File: config.mk
export PLATFORM = sky130hd
export DESIGN_NAME = fft_spectrum_reader_flat
export DESIGN_NICKNAME = d
export VERILOG_FILES = /design/src/rtl/fft_spectrum_reader_if.sv /design/src/rtl/fft_spectrum_reader.sv /design/src/flat_wrapper.sv
export SDC_FILE = /design/constraint.sdc
export NUM_CORES = 2
export LEC_CHECK = 0
export CAP_MARGIN = 20
export CORE_ASPECT_RATIO = 1.2
export CORE_MARGIN = 2
export CORE_UTILIZATION = 55
export DETAILED_ROUTE_END_ITERATION = 16
export GPL_TIMING_DRIVEN = 0
export MAX_ROUTING_LAYER = met4
export PLACE_DENSITY = 0.71
export SLEW_MARGIN = 20
export SYNTH_ARGS = -nofsm -noshare
export SYNTH_HDL_FRONTEND = slang
export SYNTH_SLANG_ARGS = --single-unit
File: constraint.sdc
create_clock -name clk -period 3.5 [get_ports clk]
set_clock_uncertainty 0.05 [all_clocks]
set_input_delay 0.525 -clock clk [delete_from_list [all_inputs] [get_ports clk]]
set_output_delay 0.525 -clock clk [all_outputs]
set_load 0.01 [all_outputs]
File: src/rtl/fft_spectrum_reader_if.sv
// Interface between the FFT result port, the display read port and the
// spectrum reader. The reader uses the slave modport. The FFT/display side
// uses the master modport.
interface fft_spectrum_reader_if #(
  parameter int unsigned RN = 16,
  parameter int unsigned AW = 6
);
  logic          fft_done;
  logic          fft_shift;
  logic [RN-1:0] fft_data;
  logic          freeze;
  logic [AW-1:0] rd_addr;
  logic [RN-1:0] rd_data;
  logic          frame_valid;
  logic          overrun;
  logic          busy;

  modport slave (
    input  fft_done, fft_data, freeze, rd_addr,
    output fft_shift, rd_data, frame_valid, overrun, busy
  );

  modport master (
    output fft_done, fft_data, freeze, rd_addr,
    input  fft_shift, rd_data, frame_valid, overrun, busy
  );
endinterface

File: src/rtl/fft_spectrum_reader.sv
// FFT spectrum reader: streams SIZE bins out of the FFT after each done pulse,
// captures them into the back bank of a double-buffered store, and swaps banks
// once the whole frame has landed. The display reads the front bank through
// a registered port.
// Optional build macro FFT_READER_PEAK_HOLD_EN: each stored bin becomes
// max(fft_data, prev - 1), where prev is the same bin in the current front bank.
module fft_spectrum_reader #(
  parameter int unsigned RN   = 16,
  parameter int unsigned SIZE = 64,
  parameter int unsigned AW   = $clog2(SIZE),
  parameter int unsigned LAT  = 2
) (
  input logic                  clk,
  input logic                  n_reset,
  fft_spectrum_reader_if.slave bus
);

  typedef enum logic [1:0] {StIdle, StShift, StDrain, StSwap} state_e;

  localparam logic [AW-1:0] LastBin   = AW'(SIZE - 1);
  // The final capture lands in the SWAP cycle itself, so DRAIN covers LAT-1
  // cycles. DRAIN always lasts at least one cycle.
  localparam logic [AW-1:0] DrainLast = AW'((LAT > 1) ? (LAT - 2) : 0);

  state_e          state;
  logic [AW-1:0]   cnt;
  logic [AW-1:0]   cap_idx;
  logic            front;
  logic [LAT-1:0]  shift_dly;
  logic            cap_en;
  logic            start;
  logic [RN-1:0]   wr_val;
  logic [RN-1:0]   mem [2*SIZE];

  assign start  = (state == StIdle) && bus.fft_done && !bus.freeze;
  assign cap_en = shift_dly[LAT-1];

  // Frame sequencer with registered shift/busy/status outputs
  always_ff @(posedge clk or negedge n_reset) begin
    if (!n_reset) begin
      state           <= StIdle;
      cnt             <= '0;
      front           <= 1'b0;
      bus.fft_shift   <= 1'b0;
      bus.busy        <= 1'b0;
      bus.frame_valid <= 1'b0;
      bus.overrun     <= 1'b0;
    end else begin
      if (bus.fft_done && (state != StIdle)) bus.overrun <= 1'b1;
      unique case (state)
        StIdle: begin
          if (start) begin
            state         <= StShift;
            cnt           <= '0;
            bus.fft_shift <= 1'b1;
            bus.busy      <= 1'b1;
          end
        end
        StShift: begin
          if (cnt == LastBin) begin
            state         <= StDrain;
            cnt           <= '0;
            bus.fft_shift <= 1'b0;
          end else begin
            cnt <= cnt + AW'(1);
          end
        end
        StDrain: begin
          if (cnt == DrainLast) state <= StSwap;
          else                  cnt   <= cnt + AW'(1);
        end
        StSwap: begin
          front           <= ~front;
          bus.frame_valid <= 1'b1;
          bus.busy        <= 1'b0;
          state           <= StIdle;
        end
        default: state <= StIdle;
      endcase
    end
  end

  // Delay fft_shift by LAT cycles to line up with fft_data and track the bin
  always_ff @(posedge clk or negedge n_reset) begin
    if (!n_reset) begin
      shift_dly <= '0;
      cap_idx   <= '0;
    end else begin
      shift_dly[0] <= bus.fft_shift;
      for (int i = 1; i < LAT; i++) shift_dly[i] <= shift_dly[i-1];
      if (start)       cap_idx <= '0;
      else if (cap_en) cap_idx <= cap_idx + AW'(1);
    end
  end

`ifdef FFT_READER_PEAK_HOLD_EN
  logic [RN-1:0] prev_q;
  logic [RN-1:0] prev_m1;
  logic [AW-1:0] pre_idx;

  // Next bin to capture: cap_idx advances on every cap_en
  assign pre_idx = cap_idx + AW'(cap_en);

  // Second front-bank read port, one cycle ahead of the matching capture
  always_ff @(posedge clk or negedge n_reset) begin
    if (!n_reset) prev_q <= '0;
    else          prev_q <= bus.frame_valid ? mem[{front, pre_idx}] : '0;
  end

  assign prev_m1 = (prev_q == '0) ? '0 : (prev_q - RN'(1));
  assign wr_val  = (bus.fft_data >= prev_m1) ? bus.fft_data : prev_m1;
`else
  assign wr_val = bus.fft_data;
`endif

  // Back-bank write; the memory is deliberately left unreset
  always_ff @(posedge clk) begin
    if (cap_en) mem[{~front, cap_idx}] <= wr_val;
  end

  // Registered display read of the front bank
  always_ff @(posedge clk or negedge n_reset) begin
    if (!n_reset) bus.rd_data <= '0;
    else          bus.rd_data <= mem[{front, bus.rd_addr}];
  end

endmodule

File: src/flat_wrapper.sv
// flat-port wrapper written by rule: the top's interface ports become plain ports
module fft_spectrum_reader_flat 
#(
  parameter int unsigned RN   = 16,
  parameter int unsigned SIZE = 64,
  parameter int unsigned AW   = $clog2(SIZE),
  parameter int unsigned LAT  = 2
)
  (clk, n_reset, bus_fft_done, bus_fft_data, bus_freeze, bus_rd_addr, bus_fft_shift, bus_rd_data, bus_frame_valid, bus_overrun, bus_busy);
  fft_spectrum_reader_if #(.RN(RN), .AW(AW)) bus_i ();
  input logic clk;
  input logic n_reset;
  input wire logic [$bits(bus_i.fft_done)-1:0] bus_fft_done;
  input wire logic [$bits(bus_i.fft_data)-1:0] bus_fft_data;
  input wire logic [$bits(bus_i.freeze)-1:0] bus_freeze;
  input wire logic [$bits(bus_i.rd_addr)-1:0] bus_rd_addr;
  output wire logic [$bits(bus_i.fft_shift)-1:0] bus_fft_shift;
  output wire logic [$bits(bus_i.rd_data)-1:0] bus_rd_data;
  output wire logic [$bits(bus_i.frame_valid)-1:0] bus_frame_valid;
  output wire logic [$bits(bus_i.overrun)-1:0] bus_overrun;
  output wire logic [$bits(bus_i.busy)-1:0] bus_busy;
  assign bus_i.fft_done = bus_fft_done;
  assign bus_i.fft_data = bus_fft_data;
  assign bus_i.freeze = bus_freeze;
  assign bus_i.rd_addr = bus_rd_addr;
  assign bus_fft_shift = bus_i.fft_shift;
  assign bus_rd_data = bus_i.rd_data;
  assign bus_frame_valid = bus_i.frame_valid;
  assign bus_overrun = bus_i.overrun;
  assign bus_busy = bus_i.busy;
  fft_spectrum_reader #(.RN(RN), .SIZE(SIZE), .AW(AW), .LAT(LAT)) u_core (.clk(clk), .n_reset(n_reset), .bus(bus_i));
endmodule
==> impl_metrics.py <==
metrics = {
    "status": {
        "status": "finished with violations",
        "violations": "negative setup slack",
    },
    "route": {
        "antenna_left": 0,
        "routed_wl_um": 200000,
        "via_per_inst": 6.62,
        "vias": 37300,
        "wire_per_inst_um": 35.5,
        "drt_iter0_drc": 5595,
        "first_pass_iters": 6,
        "drcViolationCount": 0,
    },
    "layout": {
        "fin_cells": 5632,
        "drive_gt1_share_pct": 35.1,
        "fin_util_pct": 62.9,
        "nets": 3559,
        "area_delta_synth_final_pct": 14.0,
    },
    "timing": {
        "hold_viol": 0,
        "post-route-min-period_ns": 3.60,
        "finalSetupTns_ns": -0.833,
        "maxSlewViolCount": 0,
        "setup_viol": 14,
        "tightest_slew_ns": 1.15,
        "setup_slack_ns": -0.102,
        "fmaxAchievable_mhz": 278,
        "whs_ns": 0.0577,
        "finalCritPeriodShare_pct": 103,
        "max_slew_margin_pct": 23.4,
    },
    "clocking": {
        "cts_tree": "built",
        "clock_latency_ns": 0.84,
        "root_buffer": "clkbuf_16",
        "numCtsBuffers": 190,
        "clockBufferDepth": 3,
        "clock_sinks": 2085,
        "clk_pin_slew_ns": 0.06,
        "htreeDepth": 4,
    },
    "placed_design": {
        "dp_cells": 5269,
        "io_buffers": 40,
        "place_hpwl_um": 134000,
        "place.gp.congestion": 1.05,
    },
    "grt": {
        "antenna_found_initial": 15,
        "overflow": 0,
        "grt_first_pass_wirelength_um": 282000,
        "grt_max_degree": 81,
        "grt_pass1_vias": 37800,
        "grtUsageTotal_pct": 28.4,
    },
    "critical_path": {
        "crit_slowest_cell": "clkbuf_1",
        "cp_max_fo": 10,
        "crit_path_start_kind": "input port",
        "critPathKind": "input port to flop",
        "required_ns": 4.14,
        "crit_arrival_ns": 4.24,
        "cp-end-kind": "flop",
        "cpMostUsedCell": "mux4_2",
        "path_cells": "clkbuf_2 > clkbuf_2 > clkbuf_1 > mux4_2 > mux4_2 > mux4_2 > mux2_2",
        "critical_path.max_stage_delay_ns": 0.81,
        "r2r_setup_slack_ns": 0.09,
    },
    "power_and_ir_drop": {
        "p_int_w": 0.0418,
        "power.density_nw_per_um2": 602,
        "power_frac_seq_pct": 52.0,
        "power_frac_clock_pct": 38.5,
        "power.static_leakage_nw": 28.1,
        "vdd_drop_max_v": 0.000469,
        "comb_power_share_pct": 9.5,
        "p_switching_w": 0.0128,
        "sw_frac_of_total_pct": 23.5,
    },
    "yosys": {
        "synth_commonest_cells": "edfxtp_1, mux4_2, nor2_1",
        "syn_area_sq_um": 79700,
        "synth_ff_type": "edfxtp_1",
        "yosysMostFrequentCell": "edfxtp_1",
        "synth-seq-cells": 2085,
        "synth_nets": 3223,
        "yosys_warnings": 0,
        "synth_cell_types": 38,
        "syn_avg_cell_area_sq_um": 25.0,
        "yosys.area.top_type": "edfxtp_1",
        "synth-seq-area-share_pct": 78.4,
        "ys_top_cells_by_area": "edfxtp_1, mux4_2, dfrtp_1",
        "synthArstFlopShare_pct": 1.77,
        "synth_top_area_share_pct": 77.2,
        "syn-instance-count": 3189,
        "synth_edf_count": 2048,
    },
    "worst_hold_path": {
        "hp-class": "input port to flop",
    },
    "die": {
        "die_y_um": 421,
        "std_cell_rows": 153,
        "core_sq_um": 144000,
        "die_x_um": 351,
        "io_pins": 46,
        "start_util_pct": 55.2,
        "die-area_sq_um": 148000,
    },
    "flow_run": {
        "cap_violations": 0,
    },
}
==> metrics by stage <==
stage	total power (W)	cell area (sq um)	worst slack, ns
3_3_place_gp	0.0336	82500	-2.31
6_report	0.0546	90800	-0.102
4_1_cts	0.0548	90800	0.0194
5_1_grt	0.0559	90800	-0.00176
2_1_floorplan	0.0313	79700	0.389
3_5_place_dp	0.0340	84400	-1.36
==> layout make-up <==
type                            instances  area (sq um)
Tap cell                             1937          2420
Multi-Input combinational cell        931         16800
Clock inverter                        125          1400
Timing Repair Buffer                  144          2000
Clock buffer                          227          4910
Antenna cell                           10          25.0
Inverter                                6          22.5
Sequential cell                      2085         62400
Buffer                                167           766
Fill cell                            9205         53500
==> final timing paths <==
| kind | depth (start not counted) | end | from |
|---|---|---|---|
| setup / recovery | 7 | u_core.bus.rd_data[10]$_DFF_PN0_ | bus_rd_addr[2] |
| hold / removal | 1 | u_core.mem[51][14]$_DFFE_PP_ | bus_fft_data[14] |
| setup reg to reg | 5 | u_core.mem[25][3]$_DFFE_PP_ | u_core.cap_idx[0]$_DFFE_PN0P_ |
| hold reg to reg | 0 | u_core.shift_dly[0]$_DFF_PN0_ | u_core.bus.fft_shift$_DFFE_PN0P_ |
| max in group asynchronous | 3 | u_core.bus.rd_data[7]$_DFF_PN0_ | n_reset |
| min in group asynchronous | 2 | u_core.bus.rd_data[0]$_DFF_PN0_ | n_reset |
==> metal layers <==
layer	wire, um	part of all wire, %	GRT usage, %	vias to the layer above
li1	-	-	-	14500
met3	17500	8.7	4.52	417
met2	101000	51	45.4	2302
met4	10200	5.1	12.7	0
met5	0	0	-	-
met1	71000	35	36.5	20000
==> worst max-delay path: cells and delay by family <==
| kind | cells | cell delay (ns) |
|---|---|---|
| buffers and inverters | 3 | 1.77 |
| multiplexers | 4 | 1.91 |
==> layout by cell type, fill, tap and decap left out, types with 8 or more instances in the layout <==
cell             Yosys  final
dfrtp_1             37     37
clkinv_1             0     43
buf_16               0     19
nor2_1             136     14
ha_1                 8      8
clkinv_2             0     33
edfxtp_1          2048   2048
nand3_1             16     16
nand2_1             23     23
nor2b_1              9      9
diode_2              0     10
buf_1               14     10
nor2_2               0    121
clkdlybuf4s50_1      0     23
bufinv_16            0     24
buf_2               50     52
buf_4                0      9
buf_8                0     25
buf_6                4     65
clkbuf_2             0     27
clkbuf_16            0    191
mux4_2             672    672
clkbuf_1            99    109
mux2_2              17     17
o21ai_0              9      9
==> registers in the layout (all words and copies together), names as in the netlist <==
name and count:
u_core.bus.busy 1, u_core.cap_idx 6, u_core.mem 2048, u_core.front 1, u_core.bus.overrun 1, u_core.shift_dly 2, u_core.state 2, u_core.cnt 6
u_core.bus.frame_valid 1, u_core.bus.rd_data 16, u_core.bus.fft_shift 1
==> power groups by stage <==
stage / sequential, W / clock, W / combinational, W
final: 0.0284 / 0.0211 / 0.00517
after CTS: 0.0284 / 0.0213 / 0.00511
after global routing: 0.0284 / 0.0222 / 0.00531
after floorplan: 0.0289 / 0 / 0.00243
after detailed placement: 0.0289 / 0 / 0.00507
after global placement: 0.0290 / 0 / 0.00454
==> cells by family (layout without fill, tap and decap cells) <==
group | count (synthesis) | after routing | share of synthesized area, %
AO/OA/AOI/OAI | 23 | 23 | 0.193
XOR/XNOR | 5 | 5 | 0.0550
adder cells (fa/ha/maj) | 8 | 8 | 0.126
buffers and inverters | 173 | 669 | 0.931
flip-flops | 2085 | 2085 | 78.4
multiplexers | 690 | 690 | 19.3
other | 0 | 10 | 0
AND/OR/NAND/NOR | 205 | 205 | 1.08
==> repair_timing <==
item,CTS,global route
hold buffers,1,0
resized for setup,6,5
setup buffers,0,0
endpoints found under the setup margin,16,8
endpoints found under the hold margin,23,0
(Power assumes the default switching activity.)
